## src/rtl/hazard_pkg.sv

```systemverilog
// Shared types and sizing for the decode-stage hazard controller.
// Optional forwarding behaviour is selected with HAZARD_CTRL_FWD_EN.
package hazard_pkg;

    localparam int unsigned REG_AW       = 3;
    localparam int unsigned SB_DEPTH     = 3;
    localparam int unsigned DRAIN_CYCLES = 3;
    localparam int unsigned CNT_W        = 2;

    // Controller mode: normal issue, pipeline drain after halt/err, halted
    typedef enum logic [1:0] {
        ST_RUN   = 2'd0,
        ST_DRAIN = 2'd1,
        ST_HALT  = 2'd2
    } state_e;

    // One in-flight register writer tracked by the scoreboard
    typedef struct packed {
        logic              valid;
        logic [REG_AW-1:0] rd;
        logic              load;
    } slot_t;

    // True when the decoded instruction reads the register this slot will write
    function automatic logic slot_match(
        input slot_t             s,
        input logic [REG_AW-1:0] rs_addr,
        input logic              rs_used,
        input logic [REG_AW-1:0] rt_addr,
        input logic              rt_used
    );
        return s.valid & ((rs_used & (rs_addr == s.rd)) |
                          (rt_used & (rt_addr == s.rd)));
    endfunction

endpackage

```

## src/rtl/hazard_ctrl_if.sv

```systemverilog
// Decode-stage view presented to the hazard controller and its pipeline controls.
interface hazard_ctrl_if;
    import hazard_pkg::*;

    logic              id_valid;
    logic [REG_AW-1:0] id_rs_addr;
    logic              id_rs_used;
    logic [REG_AW-1:0] id_rt_addr;
    logic              id_rt_used;
    logic [REG_AW-1:0] id_rd_addr;
    logic              id_reg_write;
    logic              id_mem_read;
    logic              id_branch;
    logic              id_is_branch;
    logic              id_halt;
    logic              id_err;

    logic              stall_if;
    logic              bubble_ex;
    logic              flush_if;
    logic              halt;
    logic              err;

    // Pipeline side: drives decode information, consumes control outputs
    modport master (
        output id_valid, id_rs_addr, id_rs_used, id_rt_addr, id_rt_used,
        output id_rd_addr, id_reg_write, id_mem_read, id_branch, id_is_branch,
        output id_halt, id_err,
        input  stall_if, bubble_ex, flush_if, halt, err
    );

    // Controller side
    modport slave (
        input  id_valid, id_rs_addr, id_rs_used, id_rt_addr, id_rt_used,
        input  id_rd_addr, id_reg_write, id_mem_read, id_branch, id_is_branch,
        input  id_halt, id_err,
        output stall_if, bubble_ex, flush_if, halt, err
    );

endinterface

```

## src/rtl/hazard_sb.sv

```systemverilog
// Three-stage (EX, MEM, WB) writer scoreboard with source-match outputs
// for the EX and MEM slots; WB is covered by the register-file bypass.
module hazard_sb
    import hazard_pkg::*;
(
    input  logic              clk,
    input  logic              rst,
    input  slot_t             push,
    input  logic [REG_AW-1:0] rs_addr,
    input  logic              rs_used,
    input  logic [REG_AW-1:0] rt_addr,
    input  logic              rt_used,
    output logic              match_ex,
    output logic              match_mem,
    output logic              load_ex,
    output logic              load_mem
);

    slot_t sb [SB_DEPTH];

    // Shift EX -> MEM -> WB every cycle; WB falls off on the next shift
    always_ff @(posedge clk or negedge rst) begin
        if (!rst) begin
            for (int i = 0; i < int'(SB_DEPTH); i++) begin
                sb[i] <= '0;
            end
        end else begin
            sb[0] <= push;
            for (int i = 1; i < int'(SB_DEPTH); i++) begin
                sb[i] <= sb[i-1];
            end
        end
    end

    // Source-operand matches against the writers still ahead of the bypass
    always_comb begin
        match_ex  = slot_match(sb[0], rs_addr, rs_used, rt_addr, rt_used);
        match_mem = slot_match(sb[1], rs_addr, rs_used, rt_addr, rt_used);
        load_ex   = sb[0].load;
        load_mem  = sb[1].load;
    end

endmodule

```

## src/rtl/hazard_ctrl.sv

```systemverilog
// Decode-stage hazard controller: RAW stall/bubble, branch flush and a
// halt/error drain sequence. Define HAZARD_CTRL_FWD_EN for the forwarding
// pipeline variant (only load-use and branch-operand hazards stall).
module hazard_ctrl
    import hazard_pkg::*;
(
    input  logic          clk,
    input  logic          rst,
    hazard_ctrl_if.slave  bus
);

    state_e             state;
    state_e             state_nx;
    logic [CNT_W-1:0]   cnt;
    logic [CNT_W-1:0]   cnt_nx;
    logic               err_q;
    logic               err_nx;

    logic               match_ex;
    logic               match_mem;
    logic               load_ex;
    logic               load_mem;
    logic               hazard;
    logic               run;
    slot_t              push;

    assign run = (state == ST_RUN);

`ifdef HAZARD_CTRL_FWD_EN
    // ALU results forward from EX/MEM; loads and decode-resolved branches cannot use them
    assign hazard = bus.id_valid &
                    ((match_ex  & (load_ex | bus.id_is_branch)) |
                     (match_mem & load_mem & bus.id_is_branch));
`else
    // No forwarding: any writer still in EX or MEM blocks the reader
    assign hazard = bus.id_valid & (match_ex | match_mem);

    logic unused_fwd;
    assign unused_fwd = ^{bus.id_is_branch, load_ex, load_mem};
`endif

    // Only an instruction that actually leaves decode becomes a tracked writer
    always_comb begin
        push       = '0;
        push.valid = bus.id_valid & bus.id_reg_write & ~hazard & run;
        push.rd    = bus.id_rd_addr;
        push.load  = bus.id_mem_read;
    end

    hazard_sb u_sb (
        .clk       (clk),
        .rst       (rst),
        .push      (push),
        .rs_addr   (bus.id_rs_addr),
        .rs_used   (bus.id_rs_used),
        .rt_addr   (bus.id_rt_addr),
        .rt_used   (bus.id_rt_used),
        .match_ex  (match_ex),
        .match_mem (match_mem),
        .load_ex   (load_ex),
        .load_mem  (load_mem)
    );

    // Mode, drain counter and sticky error
    always_ff @(posedge clk or negedge rst) begin
        if (!rst) begin
            state <= ST_RUN;
            cnt   <= '0;
            err_q <= 1'b0;
        end else begin
            state <= state_nx;
            cnt   <= cnt_nx;
            err_q <= err_nx;
        end
    end

    // Next mode and same-cycle pipeline controls
    always_comb begin
        state_nx      = state;
        cnt_nx        = cnt;
        err_nx        = err_q;
        bus.stall_if  = 1'b0;
        bus.bubble_ex = 1'b0;
        bus.flush_if  = 1'b0;
        bus.halt      = 1'b0;
        bus.err       = err_q;

        case (state)
            ST_RUN: begin
                bus.stall_if  = hazard;
                bus.bubble_ex = hazard;
                bus.flush_if  = bus.id_valid & bus.id_branch & ~hazard;
                if (bus.id_valid & (bus.id_halt | bus.id_err) & ~hazard) begin
                    state_nx = ST_DRAIN;
                    cnt_nx   = CNT_W'(DRAIN_CYCLES);
                    err_nx   = err_q | bus.id_err;
                end
            end
            ST_DRAIN: begin
                bus.stall_if  = 1'b1;
                bus.bubble_ex = 1'b1;
                cnt_nx        = cnt - CNT_W'(1);
                if (cnt == CNT_W'(1)) begin
                    state_nx = ST_HALT;
                end
            end
            ST_HALT: begin
                bus.stall_if  = 1'b1;
                bus.bubble_ex = 1'b1;
                bus.halt      = 1'b1;
            end
            default: begin
                state_nx = ST_RUN;
            end
        endcase

        // Decode inputs are not trusted while reset is held
        if (!rst) begin
            bus.stall_if  = 1'b0;
            bus.bubble_ex = 1'b0;
            bus.flush_if  = 1'b0;
        end
    end

endmodule

```

## src/flat_wrapper.sv

```systemverilog
// flat-port wrapper written by rule: the top's interface ports become plain ports
module hazard_ctrl_flat import hazard_pkg::*;
  (clk, rst, bus_id_valid, bus_id_rs_addr, bus_id_rs_used, bus_id_rt_addr, bus_id_rt_used, bus_id_rd_addr, bus_id_reg_write, bus_id_mem_read, bus_id_branch, bus_id_is_branch, bus_id_halt, bus_id_err, bus_stall_if, bus_bubble_ex, bus_flush_if, bus_halt, bus_err);
  hazard_ctrl_if bus_i ();
  input  logic clk;
  input  logic rst;
  input wire logic [$bits(bus_i.id_valid)-1:0] bus_id_valid;
  input wire logic [$bits(bus_i.id_rs_addr)-1:0] bus_id_rs_addr;
  input wire logic [$bits(bus_i.id_rs_used)-1:0] bus_id_rs_used;
  input wire logic [$bits(bus_i.id_rt_addr)-1:0] bus_id_rt_addr;
  input wire logic [$bits(bus_i.id_rt_used)-1:0] bus_id_rt_used;
  input wire logic [$bits(bus_i.id_rd_addr)-1:0] bus_id_rd_addr;
  input wire logic [$bits(bus_i.id_reg_write)-1:0] bus_id_reg_write;
  input wire logic [$bits(bus_i.id_mem_read)-1:0] bus_id_mem_read;
  input wire logic [$bits(bus_i.id_branch)-1:0] bus_id_branch;
  input wire logic [$bits(bus_i.id_is_branch)-1:0] bus_id_is_branch;
  input wire logic [$bits(bus_i.id_halt)-1:0] bus_id_halt;
  input wire logic [$bits(bus_i.id_err)-1:0] bus_id_err;
  output wire logic [$bits(bus_i.stall_if)-1:0] bus_stall_if;
  output wire logic [$bits(bus_i.bubble_ex)-1:0] bus_bubble_ex;
  output wire logic [$bits(bus_i.flush_if)-1:0] bus_flush_if;
  output wire logic [$bits(bus_i.halt)-1:0] bus_halt;
  output wire logic [$bits(bus_i.err)-1:0] bus_err;
  assign bus_i.id_valid = bus_id_valid;
  assign bus_i.id_rs_addr = bus_id_rs_addr;
  assign bus_i.id_rs_used = bus_id_rs_used;
  assign bus_i.id_rt_addr = bus_id_rt_addr;
  assign bus_i.id_rt_used = bus_id_rt_used;
  assign bus_i.id_rd_addr = bus_id_rd_addr;
  assign bus_i.id_reg_write = bus_id_reg_write;
  assign bus_i.id_mem_read = bus_id_mem_read;
  assign bus_i.id_branch = bus_id_branch;
  assign bus_i.id_is_branch = bus_id_is_branch;
  assign bus_i.id_halt = bus_id_halt;
  assign bus_i.id_err = bus_id_err;
  assign bus_stall_if = bus_i.stall_if;
  assign bus_bubble_ex = bus_i.bubble_ex;
  assign bus_flush_if = bus_i.flush_if;
  assign bus_halt = bus_i.halt;
  assign bus_err = bus_i.err;
  hazard_ctrl u_core (.clk(clk), .rst(rst), .bus(bus_i));
endmodule
```

## config.mk

```make
export PLATFORM = sky130hd
export DESIGN_NAME = hazard_ctrl_flat
export DESIGN_NICKNAME = d
export VERILOG_FILES = /design/src/rtl/hazard_pkg.sv /design/src/rtl/hazard_ctrl_if.sv /design/src/rtl/hazard_sb.sv /design/src/rtl/hazard_ctrl.sv /design/src/flat_wrapper.sv
export SDC_FILE = /design/constraint.sdc
export NUM_CORES = 1
export LEC_CHECK = 0
export BUFFER_PORTS_ARGS = -buffer_cell sky130_fd_sc_hd__clkbuf_2
export CORE_MARGIN = 4
export CORE_UTILIZATION = 45
export CTS_BUF_LIST = sky130_fd_sc_hd__clkbuf_4 sky130_fd_sc_hd__clkbuf_8
export DETAILED_ROUTE_END_ITERATION = 16
export HOLD_SLACK_MARGIN = 0.1
export PLACE_DENSITY = 0.84
export SLEW_MARGIN = 0
export SYNTH_ARGS = -nofsm -noshare
export SYNTH_HDL_FRONTEND = slang
export SYNTH_SLANG_ARGS = --single-unit
```

## constraint.sdc

```tcl
create_clock -name clk -period 1.65 [get_ports clk]
set_clock_uncertainty 0.1 [all_clocks]
set_input_delay 0.165 -clock clk [delete_from_list [all_inputs] [get_ports clk]]
set_output_delay 0.165 -clock clk [all_outputs]
set_load 0.05 [all_outputs]
```

# After elaboration in Yosys (flattened, before gate mapping)
# Cells that the tools add are included.
[totals]
regBits = 13
inputBits = 20
output_inout_bits = 5
elab_cells = 54
[op_classes]
addsub = 1
n_eq_ne = 9
muxes = 10
n_bitwise = 21
reduce_logical = 6
[op_table]
columns = ["operator", "count"]
rows = [
  ["$and A1 B1 Y1", 14],
  ["$eq A3 B3 Y1", 4],
  ["$mux W2", 3],
  ["$pmux W2 S3", 1],
  ["$or A1 B1 Y1", 5],
  ["$eq A2 B1 Y1 const B", 2],
  ["$mux W1", 4],
  ["$pmux W2 S2", 1],
  ["$reduce_and A2 Y1", 2],
  ["$reduce_and A3 Y1", 1],
  ["$eq A2 B2 Y1 const B", 1],
  ["$logic_not A2 Y1", 1],
  ["$ne A2 B1 Y1 const B", 1],
  ["$ne A2 B2 Y1 const B", 1],
  ["$not A1 Y1", 2],
  ["$pmux W1 S2", 1],
  ["$reduce_bool A2 Y1", 1],
  ["$reduce_or A2 Y1", 1],
  ["$sub A2 B1 Y2 const B", 1],
]

# Depth between registers and ports, before layout
# Gate-level depths: netlist of the first run.
[depth]
word_depth = 10
mapped_depth = 7
depth_no_buf = 6

# Cells and area by module
# Synthesis of the first run repeated with hierarchy kept, for this count alone.
[unflattened]
cells_unflattened = 75
area_unflattened_um2 = 814.5
[modules_own_cells]
columns = ["module", "instances", "cells_each", "area_per_inst_um2", "seq_area_each_um2"]
rows = [
  ["hazard_ctrl", 1, 47, 419.2, 125.1],
  ["hazard_sb", 1, 28, 395.4, 250.2],
]

# Least setup slack after synthesis of the first run
# Ideal clock, no wire load.
[synth_timing]
kind = "reg-to-output"
startpoint = "register u_core.state[0]"
endpoint = "output bus_stall_if"
arrival_ps = 2297
required_time_ps = 1385
path_slack_ps = -912
path_stages_with_launch = 8
path_buffers = 2
cell_sequence = "dfrtp_1 > inv_1 > ha_1 > clkbuf_1 > nand2_1 > o21bai_1 > a21oi_1 > buf_4"
[synth_between]
elab_chain_len = 4
word_cells_on_any_way = 6
classes_between = "eq/ne: 2; mux: 2; reduce/logical: 2"
[synth_rtl]
columns = ["item", "line", "text"]
rows = [
  ["from (decl)", "hazard_ctrl.sv:12", "state_e state;"],
  ["from (signal assigned)", "hazard_ctrl.sv:71", "state <= state_nx;"],
  ["$eq A2 B2 Y1 or $eq A2 B1 Y1 (tied branches)", "--", ""],
  ["$reduce_or A2 Y1 (no source line)", "--", ""],
  ["$pmux W1 S2 *", "--", ""],
  ["$mux W1 *", "--", ""],
  ["to (decl)", "flat_wrapper.sv:19", "output wire logic [$bits(bus_i.stall_if)-1:0] bus_stall_if;"],
]
# Every way passes the cells marked *; elsewhere a longest branch is shown, timed or not.

# Worst setup path in the final report of the first run
[layout_timing]
startpoint = "register u_core.u_sb.sb[7] (netlist name)"
endpoint = "output bus_flush_if"
[layout_between]
elab_chain_len = 10
word_cells_on_any_way = 12
classes_between = "eq/ne: 2; mux: 2; bitwise: 8"
[layout_rtl]
columns = ["item", "line", "text"]
rows = [
  ["from (decl)", "hazard_sb.sv:19", "slot_t sb [SB_DEPTH];"],
  ["from (signal, indexed assignment)", "hazard_sb.sv:30", "sb[i] <= sb[i-1];"],
  ["$eq A3 B3 Y1, on equally long branches", "hazard_pkg.sv:32, hazard_pkg.sv:33", ""],
  ["$and A1 B1 Y1, on equally long branches", "hazard_pkg.sv:32, hazard_pkg.sv:33", ""],
  ["$or A1 B1 Y1 *", "hazard_pkg.sv:32", "return s.valid & ((rs_used & (rs_addr == s.rd)) |"],
  ["$and A1 B1 Y1 *", "hazard_pkg.sv:32", ""],
  ["$or A1 B1 Y1 *", "hazard_ctrl.sv:36", "assign hazard = bus.id_valid & (match_ex | match_mem);"],
  ["$and A1 B1 Y1 *", "hazard_ctrl.sv:36", ""],
  ["$not A1 Y1 *", "hazard_ctrl.sv:92", "bus.flush_if = bus.id_valid & bus.id_branch & ~hazard;"],
  ["$and A1 B1 Y1 *", "hazard_ctrl.sv:92", ""],
  ["$mux W1 *", "hazard_ctrl.sv:88", "case (state)"],
  ["$mux W1 *", "hazard_ctrl.sv:118", "if (!rst) begin"],
  ["to (decl)", "flat_wrapper.sv:21", "output wire logic [$bits(bus_i.flush_if)-1:0] bus_flush_if;"],
]
# Marked as above.

==> flow_summary_export.csv, run 1 <==
group,metric,value,unit
floorplan,die_h,49.52,µm
yosys,syn_nets,101,
pwr,ir_drop,0.4552,mV
yosys,synthDistinctLibCells,26,
yosys,yosysSeqAreaShare,0.4194,
global_routing,antenna_found_initial,0,
floorplan,num_rows,14,
cells_and_area,multi_input_area,538.0,µm²
floorplan,pin_count,25,
yosys,yosys_warnings,0,
cts,clk_path_buf_depth,2,
cts,clk_latency,0.28,ns
floorplan,die_w,49.52,µm
cts,htreeDepth,1,
critical_path,critPathRequiredTime,1.38,ns
sta,hold_slack,0.07490,ns
place,post-place-ws,-0.1332,ns
global_routing,grt_usage,0.2123,
yosys,yosys.area.top_type,"dfrtp_1",
pwr,cellPowerDensity,550.5,nW/µm²
sta,postLayoutSetupSlackWorst,-0.4062,ns
global_routing,grt_pass1_vias,792,
sta,hold_viol,0,
critical_path,critPathMaxFanout,4,
sta,grt_setup_unrepaired,"yes",
cells_and_area,drive_gt1_frac,0.4957,
worst_hold_path,hold_class,"primary input to register",
cts,path_clk_slew,0.08,ns
floorplan,core,1559,µm²
critical_path,startpoint_type,"register",
yosys,yosysMostFrequentCell,"dfrtp_1",
cells_and_area,final_net_count,141,
global_routing,use_met1,0.2100,
sta,period_needed,2.056,ns
cts,clkSinkCount,13,
cells_and_area,seqCellArea,326.6,µm²
global_routing,grt-busiest-layer,"met2",
cts,numCtsBuffers,3,
sta,slew_headroom,0.3934,
detailed_routing,drtIter0Drc,11,
cells_and_area,final_cell_count_no_fill,131,
pwr,p_leak,0.5627,nW
yosys,syn_area_per_cell,10.21,µm²
global_routing,met3_usage,0.03916,
global_routing,grt_pass1_wl,3746,µm
place,place_inst,119,
critical_path,cp_slowest_stage_delay,0.44,ns
critical_path,crit_chain,"xnor2_2, nand4_1, a21boi_4, or2_4, nor3_4, buf_8",
sta,finalMaxSlewViolations,0,
yosys,ys_top_cells_by_count,"dfrtp_1 (13), xnor2_1 (12), inv_1 (8)",
detailed_routing,remaining_drc_errors,0,
floorplan,die_area,2452,µm²
critical_path,worst_setup_path_end_kind,"output port",
yosys,synth_top_area_share,0.4194,
cts,cts_root_buffer,"clkbuf_4",
yosys,syn_area,775.7,µm²
critical_path,path_class,"register to output port",
cells_and_area,fillers,85,
sta,worstMarginPinSlew,0.9003,ns
place,dpl.hpwl,1489,µm
detailed_routing,first_pass_iters,4,
outcome,violations,"negative setup slack",
yosys,ys_seq_elements,13,
detailed_routing,final_antenna_net_count,0,
cells_and_area,num_antenna_cells,0,
yosys,synth_ff_type,"dfrtp_1",
sta,period_share,1.246,
global_routing,grt-ovfl-total,0,
job,max_cap_viol_count,0,
global_routing,grt_max_degree,9,
yosys,synth_edf_count,0,
outcome,status,"finished with violations",
yosys,yosys-top-cells-area,"dfrtp_1 (42%), xnor2_1 (14%), ha_1 (8.1%)",
critical_path,crit_arrival,1.79,ns
critical_path,slowest_stage,"dfrtp_1",
yosys,syn_inst,76,
detailed_routing,via_per_inst,5.840,
floorplan,start_util,0.4976,
place,portBuffers,22,
sta,setup_viol,8,
detailed_routing,vias,765,
cells_and_area,area_delta_synth_final,58.55,%
cts,hold_buffers,6,
sta,fmax,0.4863,GHz
place,gp_congestion,0.8116,
cts,cts_tree,"done",
global_routing,use_met2,0.4053,
detailed_routing,routed_wl,2525,µm
detailed_routing,avgRoutedWirePerCell,19.27,µm
yosys,synth_async_sr_flop_share,1.000,
pwr,fin_total_pwr,0.6770,mW
## metal layers
| metal | share of wire | vias up | wire, µm |
|---|---|---|---|
| li1 | - | 341 | - |
| met1 | 0.35 | 383 | 876 |
| met2 | 0.56 | 28 | 1402 |
| met3 | 0.052 | 13 | 132 |
| met4 | 0.045 | 0 | 113 |
| met5 | 0 | - | 0 |
## metrics by stage
stage	TNS, ns	util	area, µm²
6_report	-1.881	0.7889	1230
5_1_grt	-2.565	0.7889	1230
4_1_cts	-1.758	0.7624	1189
3_5_place_dp	-0.7864	0.6549	1021
3_3_place_gp	-0.3802	0.6549	1021
2_1_floorplan	-0.4230	-	833.3
## power by group
part / internal [mW] / switching (mW) / leakage [nW]
Combinational: 0.0653 / 0.0590 / 0.388
Clock: 0.110 / 0.106 / 0.0184
Sequential: 0.326 / 0.0102 / 0.156
## state kept, by name, indices dropped and copies added (netlist names)
register,count
u_core.cnt,2
u_core.bus.err,1
u_core.state,2
u_core.u_sb.sb,8
## cell type report
type / count / share of cell area
clock buffers: 4 / 0.02442
inverters: 8 / 0.02442
multi-input cells: 53 / 0.4374
flip-flops and latches: 13 / 0.2655
well taps: 16 / 0.01628
repair buffers: 37 / 0.2319
## final timing paths
path / slack, ns / cells past startpoint / from / end
max in group asynchronous: 0.72 / 3 / rst / u_core.u_sb.sb[12]$_DFF_PN0_
min: 0.07 / 3 / bus_id_valid / u_core.u_sb.sb[14]$_DFF_PN0_
max reg2reg: -0.21 / 6 / u_core.u_sb.sb[12]$_DFF_PN0_ / u_core.state[1]$_DFFE_PN0P_
max: -0.41 / 6 / u_core.u_sb.sb[7]$_DFF_PN0_ / bus_flush_if
min reg2reg: 0.35 / 0 / u_core.u_sb.sb[14]$_DFF_PN0_ / u_core.u_sb.sb[9]$_DFF_PN0_
min in group asynchronous: 0.29 / 2 / rst / u_core.u_sb.sb[7]$_DFF_PN0_
## critical path, delay by kind of cell (launching register included)
kind | cells | cell delay [ns]
AO/OA/AOI/OAI | 1 | 0.10
XOR/XNOR | 1 | 0.15
buffers and inverters | 1 | 0.17
flip-flops | 1 | 0.44
AND/OR/NAND/NOR | 3 | 0.64
## repair_timing
item | CTS | global route
endpoints found under the hold margin | 18 | 1
setup buffers | 1 | 2
cloned | 0 | 0
pin swaps | 15 | 14
resized for setup | 12 | 8
endpoints found under the setup margin | 9 | 9
## logic make-up (layout without fill, tap and decap cells)
family | Yosys count | after routing | share of synthesized area
mux | 1 | 1 | 0.01452
fa+ha+maj | 5 | 5 | 0.08065
buf+inv | 10 | 49 | 0.05323
flops | 13 | 13 | 0.4194
simple gates | 20 | 20 | 0.1436
xor+xnor | 12 | 12 | 0.1355
compound gates | 15 | 15 | 0.1532
## cells in the final DEF, fill, tap and decap left out, types with 2 or more instances in the layout
cell type,n
xnor2_2,4
nand2b_1,3
clkbuf_2,19
nand2_1,3
clkbuf_4,4
a21oi_1,3
a21boi_4,2
buf_4,7
inv_1,7
dlygate4sd3_1,6
buf_12,2
dfrtp_1,12
nand4_1,4
nor3_4,2
ha_1,4
xnor2_1,8
buf_6,2
No activity file was read; power rests on OpenSTA's default activity.
==> run 2: changes to the inputs <==
- CORE_MARGIN: 4 -> 5
==> run 2 against run 1 <==
Compared with the run above:
- the flow still finishes with violations (negative setup slack)
- setup slack better by 0.016 ns
- non-clock buffer count unchanged
- combinational power down 9.7%
- die area up 8.2%
- critical path type unchanged
- cell area down 3.6%
- critical path depth unchanged
- first-iteration DRC count down 27%
- wire length down 19%
- count of clock-buffer cells in the layout down 1
- highest routed layer unchanged
==> flow_summary_export.csv, run 2 (synthesized netlist as in run 1, its figures left out) <==
group,metric,value,unit
critical_path,crit_arrival,1.78,ns
cells_and_area,largest_reg_flops,8,
critical_path,worst_setup_path_end_kind,"output port",
sta,grt_setup_unrepaired,"yes",
pwr,power_frac_seq,0.511,
cts,cts_tree,"done",
cells_and_area,fillers,120,
cts,path_clk_slew,0.09,ns
critical_path,r2r_start,"u_core.u_sb.sb[13]$_DFF_PN0_",
outcome,violations,"negative setup slack",
pwr,p_leak,0.5400,nW
sta,hold_viol,0,
cells_and_area,reg_top3,"u_core.u_sb.sb x8, u_core.cnt x2, u_core.state x2",
cts,cts_root_buffer,"clkbuf_4",
global_routing,grt_pass1_wl,3236,µm
cts,clk_latency,0.29,ns
critical_path,ff2ff_setup_slack,-0.30,ns
critical_path,slowest_stage,"dfrtp_1",
critical_path,critPathMaxFanout,4,
cells_and_area,seqCellArea,325.3,µm²
cells_and_area,mostFrequentLayoutCell,"clkbuf_2",
critical_path,r2r-end,"u_core.state[1]$_DFFE_PN0P_",
pwr,p_int,0.4756,mW
place,dpl.hpwl,1470,µm
pwr,fin_total_pwr,0.6536,mW
pwr,ir_drop,0.3290,mV
pwr,cellPowerDensity,551.0,nW/µm²
sta,finalMaxSlewViolations,0,
floorplan,die_area,2654,µm²
detailed_routing,vias,676,
global_routing,grt-ovfl-total,0,
place,post-place-ws,-0.1365,ns
sta,worstMarginPinSlew,0.8017,ns
cells_and_area,final_util,0.7022,
detailed_routing,remaining_drc_errors,0,
critical_path,path_class,"register to output port",
critical_path,cp_top_family,"compound AO/OA/AOI/OAI gates",
sta,slew_headroom,0.4599,
critical_path,critPathRequiredTime,1.38,ns
job,max_cap_viol_count,0,
critical_path,cp_num_buf_inv,1,
cells_and_area,final_net_count,141,
detailed_routing,via_per_inst,5.121,
critical_path,worstRegToRegCells,7,
pwr,power.switching,0.1780,mW
detailed_routing,drtIter0Drc,8,
sta,fmax,0.4901,GHz
floorplan,start_util,0.4593,
critical_path,crit_chain,"xnor2_1, nand4_1, a21boi_4, o21bai_4, a21oi_4, buf_12",
global_routing,grt_usage,0.1690,
cells_and_area,multi_input_area,499.2,µm²
pwr,pwr-share-comb,0.172,
cts,htreeDepth,1,
global_routing,grt_pass1_vias,725,
floorplan,num_rows,15,
sta,period_needed,2.041,ns
outcome,status,"finished with violations",
sta,period_share,1.237,
cts,numCtsBuffers,3,
worst_hold_path,hold_class,"primary input to asynchronous set/reset pin",
cts,clk_path_buf_depth,2,
place,portBuffers,22,
detailed_routing,avgRoutedWirePerCell,15.56,µm
floorplan,die_w,51.52,µm
detailed_routing,first_pass_iters,4,
sta,postLayoutSetupSlackWorst,-0.3905,ns
cells_and_area,num_antenna_cells,0,
cells_and_area,final_cell_mix,"clkbuf_2 (19), dfrtp_1 (13), xnor2_1 (12)",
floorplan,pin_count,25,
floorplan,core,1689,µm²
sta,setup_viol,8,
pwr,clkPwrFrac,0.317,
global_routing,antenna_found_initial,0,
cells_and_area,area_delta_synth_final,52.90,%
global_routing,grt_max_degree,11,
cells_and_area,regMostFlops,"u_core.u_sb.sb",
critical_path,startpoint_type,"register",
critical_path,cp_slowest_stage_delay,0.42,ns
detailed_routing,final_antenna_net_count,0,
pwr,swShare,0.2723,
detailed_routing,routed_wl,2054,µm
cts,clkSinkCount,13,
place,placed_area,1022,µm²
place,gp_congestion,0.7892,
cells_and_area,final_area,1186,µm²
floorplan,die_h,51.52,µm
cells_and_area,drive_gt1_frac,0.4348,
run 2: cell types whose count changed in the layout (fill, tap and decap cells not counted), moves of 2 or more:
cell and delta:
xnor2_1 +4, xnor2_2 -4, buf_6 -2, buf_4 +2
run 2: worst reg2reg max path, delay by kind of cell, from the launching register on:
kind | cells | cell delay, ns
compound gates | 3 | 0.70
flops | 1 | 0.42
buf+inv | 2 | 0.26
xor+xnor | 1 | 0.17
simple gates | 1 | 0.17
run 2: power by group through the flow:
stage | Clock [mW] | Combinational (mW) | Sequential (mW)
final | 0.207 | 0.112 | 0.334
after global routing | 0.231 | 0.122 | 0.335
after CTS | 0.205 | 0.111 | 0.334
after detailed placement | 0 | 0.0956 | 0.340
after global placement | 0 | 0.0928 | 0.339
after floorplan | 0 | 0.0479 | 0.338
run 2: area by class of cell:
cell class	instances	share of cell area
multi-input combinational	53	0.4209
sequential	13	0.2743
timing repair buffer	37	0.2384
inverter	8	0.02532
clock buffer	3	0.01899
tap	17	0.01793
clock inverter	1	0.004219
run 2: per-stage QoR:
stage | std cells | hold WS (ns) | setup TNS (ns)
after global routing | 132 | 0.1491 | -2.778
after global placement | 118 | -0.1089 | -0.3967
after floorplan | 76 | -0.2306 | -0.4230
final | 132 | 0.1282 | -1.950
after detailed placement | 118 | -0.1073 | -0.7188
after CTS | 131 | 0.1370 | -1.653
run 2: timing repair:
| action | 4_1_cts | 5_1_grt |
|---|---|---|
| gates resized for setup | 4 | 3 |
| buffers inserted | 4 | 1 |
| endpoints found under the hold margin | 18 | 0 |
| endpoints found under the setup margin | 8 | 8 |
| hold buffers | 6 | 0 |
| pin swaps | 12 | 5 |
| cloned | 0 | 0 |
run 2: worst max-delay path by stage:
stage | startpoint | endpoint | slack (ns) | depth (start not counted)
after floorplan | u_core.state[0]$_DFFE_PN0P_ | bus_stall_if | -0.21 | 7
after global placement | u_core.u_sb.sb[11]$_DFF_PN0_ | bus_flush_if | -0.09 | 6
after detailed placement | u_core.u_sb.sb[11]$_DFF_PN0_ | bus_flush_if | -0.14 | 6
after CTS | u_core.u_sb.sb[11]$_DFF_PN0_ | bus_bubble_ex | -0.40 | 6
after global routing | u_core.u_sb.sb[12]$_DFF_PN0_ | bus_bubble_ex | -0.50 | 6
final | u_core.u_sb.sb[13]$_DFF_PN0_ | bus_bubble_ex | -0.39 | 6
run 2: layer usage:
metal  share of wire  up-vias  global-route usage  wire (µm)
met5               0        -                   0          0
met4           0.028        0              0.1048         58
met3           0.031        6             0.02006         64
met2            0.56       19              0.3072       1158
met1            0.38      314              0.1846        772
li1                -      337                   -          -
==> run 3: changes to the inputs <==
- BUFFER_PORTS_ARGS: -buffer_cell sky130_fd_sc_hd__clkbuf_2 -> -buffer_cell sky130_fd_sc_hd__buf_2
- MAX_ROUTING_LAYER: unset -> met4
- PLACE_DENSITY: 0.84 -> 0.83
- SYNTH_HIERARCHICAL: unset -> 1
==> run 3 against run 2 <==
Compared with the run above:
- via count is 11% higher
- first-iteration DRC count is 63% higher
- die area is 1.2% lower
- non-clock buffer count is 5 higher
- sequential share of layout area is 0.26 points lower
- critical endpoint is now bus_flush_if
- sequential cell count stayed put
- area after synthesis is 1.5% lower
- the flow still finishes with violations (negative setup slack)
==> flow_summary_export.csv, run 3 <==
group,metric,value,unit
outcome,status,"finished with violations",
outcome,violations,"negative setup slack",
yosys,syn_nets,98,
floorplan,num_rows,14,
detailed_routing,vias,751,
cts,clk_path_buf_depth,2,
sta,slew_headroom,0.6100,
job,max_cap_viol_count,0,
critical_path,startpoint,"u_core/u_sb/sb[6]$_DFF_PN0_",
detailed_routing,avgRoutedWirePerCell,17.32,µm
cells_and_area,reg_top3,"u_core/u_sb/sb x8, u_core/cnt x2, u_core/state x2",
yosys,syn_area,764.5,µm²
global_routing,grt_max_degree,9,
cells_and_area,num_antenna_cells,0,
cells_and_area,regMostFlops,"u_core/u_sb/sb",
place,dpl.hpwl,1543,µm
place,gp_congestion,0.8995,
yosys,yosys_warnings,6,
cts,path_clk_slew,0.09,ns
global_routing,antenna_found_initial,0,
cells_and_area,final_area,1197,µm²
global_routing,grt_pass1_vias,813,
global_routing,grt_pass1_wl,3808,µm
pwr,fin_total_pwr,1.565,mW
pwr,p_leak,0.5349,nW
detailed_routing,drtIter0Drc,13,
global_routing,use_met2,0.3734,
sta,period_share,1.321,
floorplan,pin_count,25,
detailed_routing,first_pass_iters,4,
detailed_routing,routed_wl,2303,µm
yosys,syn_area_per_cell,10.47,µm²
critical_path,critPathMaxFanout,2,
place,portBuffers,22,
cts,clk_latency,0.28,ns
sta,worstMarginPinSlew,0.5829,ns
global_routing,met3_usage,0.03198,
sta,grt_setup_unrepaired,"yes",
place,place_inst,117,
pwr,cellPowerDensity,1307,nW/µm²
cts,numCtsBuffers,3,
cells_and_area,final_cell_count_no_fill,133,
floorplan,die_area,2623,µm²
worst_hold_path,hold_class,"primary input to asynchronous set/reset pin",
global_routing,grt-busiest-layer,"met2",
critical_path,cp_slowest_stage_delay,0.42,ns
pwr,ir_drop,0.8529,mV
sta,period_needed,2.180,ns
sta,hold_viol,0,
place,placed_area,977.2,µm²
critical_path,worstRegToRegCells,7,
cells_and_area,fillers,105,
critical_path,crit_chain,"xnor2_1, nand4_1, a21boi_2, or2_4, buf_4, nor2_4, and3_4, buf_8",
global_routing,grt_usage,0.2101,
floorplan,core,1559,µm²
critical_path,crit_arrival,1.92,ns
global_routing,use_met1,0.2216,
cells_and_area,largest_reg_flops,8,
cts,htreeDepth,1,
critical_path,worst_setup_path_end_kind,"output port",
cts,cts_root_buffer,"clkbuf_4",
yosys,syn_inst,73,
sta,postLayoutSetupSlackWorst,-0.5301,ns
cells_and_area,mostFrequentLayoutCell,"buf_2",
cts,clkSinkCount,13,
cells_and_area,drive_gt1_frac,0.4701,
sta,finalMaxSlewViolations,0,
global_routing,grt-ovfl-total,0,
critical_path,path_class,"register to output port",
detailed_routing,remaining_drc_errors,0,
critical_path,critPathRequiredTime,1.38,ns
critical_path,slowest_stage,"dfrtp_1",
floorplan,die_h,51.22,µm
critical_path,r2r_start,"u_core/u_sb/sb[11]$_DFF_PN0_",
floorplan,die_w,51.22,µm
sta,fmax,0.4587,GHz
floorplan,start_util,0.4904,
cts,cts_tree,"done",
cells_and_area,final_cell_mix,"buf_2 (18), dfrtp_1 (13), buf_4 (12), xnor2_1 (12), dlygate4sd3_1 (6)",
critical_path,startpoint_type,"register",
detailed_routing,via_per_inst,5.647,
cells_and_area,area_delta_synth_final,56.63,%
sta,setup_viol,9,
cells_and_area,final_net_count,143,
detailed_routing,final_antenna_net_count,0,
## run 3: changes by cell type in the layout (fill, tap and decap cells not counted), sizes merged, moves of 2 or more
cell,delta
buf,+24
a21oi,-3
nand3,+3
nor3,-4
a311oi,+2
inv,-3
nor2,+3
nand2b,-3
nor2b,+2
clkbuf,-18
nor3b,+4
nand2,-3
## run 3: layer usage
| layer | vias up | routed length [µm] |
|---|---|---|
| li1 | 347 | - |
| met2 | 31 | 1202 |
| met3 | 4 | 117 |
| met1 | 369 | 939 |
| met5 | - | 0 |
| met4 | 0 | 44 |
## run 3: worst paths after layout
check	endpoint	slack [ns]
worst max-delay path	bus_flush_if	-0.53
worst min-delay path	u_core/u_sb/sb[14]$_DFF_PN0_	0.14
worst max register to register	u_core/cnt[0]$_DFFE_PN0P_	-0.36
worst min register to register	u_core/u_sb/sb[9]$_DFF_PN0_	0.28
max in group asynchronous	u_core/u_sb/sb[13]$_DFF_PN0_	0.94
min in group clk	u_core/state[1]$_DFFE_PN0P_	0.22
## run 3: metrics by stage
stage / hold WS (ns) / setup TNS (ns) / util / setup WS [ns]
2_1_floorplan: -0.2306 / -0.6905 / - / -0.4379
3_3_place_gp: -0.09033 / -1.046 / 0.6268 / -0.2401
3_5_place_dp: -0.09091 / -1.238 / 0.6268 / -0.2824
4_1_cts: 0.1419 / -2.187 / 0.7239 / -0.4931
5_1_grt: 0.1458 / -3.756 / 0.7681 / -0.6343
6_report: 0.1411 / -3.043 / 0.7681 / -0.5301
## run 3: layout make-up
cell class | instances | area [µm²] | area share
multi-input cells | 53 | 491.7 | 0.4107
flip-flops and latches | 13 | 325.3 | 0.2717
repair buffers | 42 | 311.5 | 0.2602
clock buffers | 4 | 30.03 | 0.02508
well taps | 16 | 20.02 | 0.01672
inverters | 5 | 18.77 | 0.01567
## run 3: power by group
group          internal (mW)  switching (mW)  leakage (nW)
Clock                  0.110           0.110        0.0184
Sequential             0.377          0.0445         0.153
Combinational          0.436           0.487         0.364
## run 3: what timing repair did
| action | in CTS | in global routing |
|---|---|---|
| endpoints found under the hold margin | 18 | 0 |
| setup endpoints to repair | 8 | 10 |
| hold buffers | 6 | 0 |
| pin swaps | 9 | 8 |
| cloned | 0 | 0 |
| setup buffers | 2 | 4 |
| gates resized for setup | 14 | 8 |
## run 3: critical path: cells and delay by family (launching register included)
kind                   cells  cell delay (ns)
AND/OR/NAND/NOR            4             0.69
flip-flops                 1             0.42
buffers and inverters      2             0.29
XOR/XNOR                   1             0.15
AO/OA/AOI/OAI              1             0.08
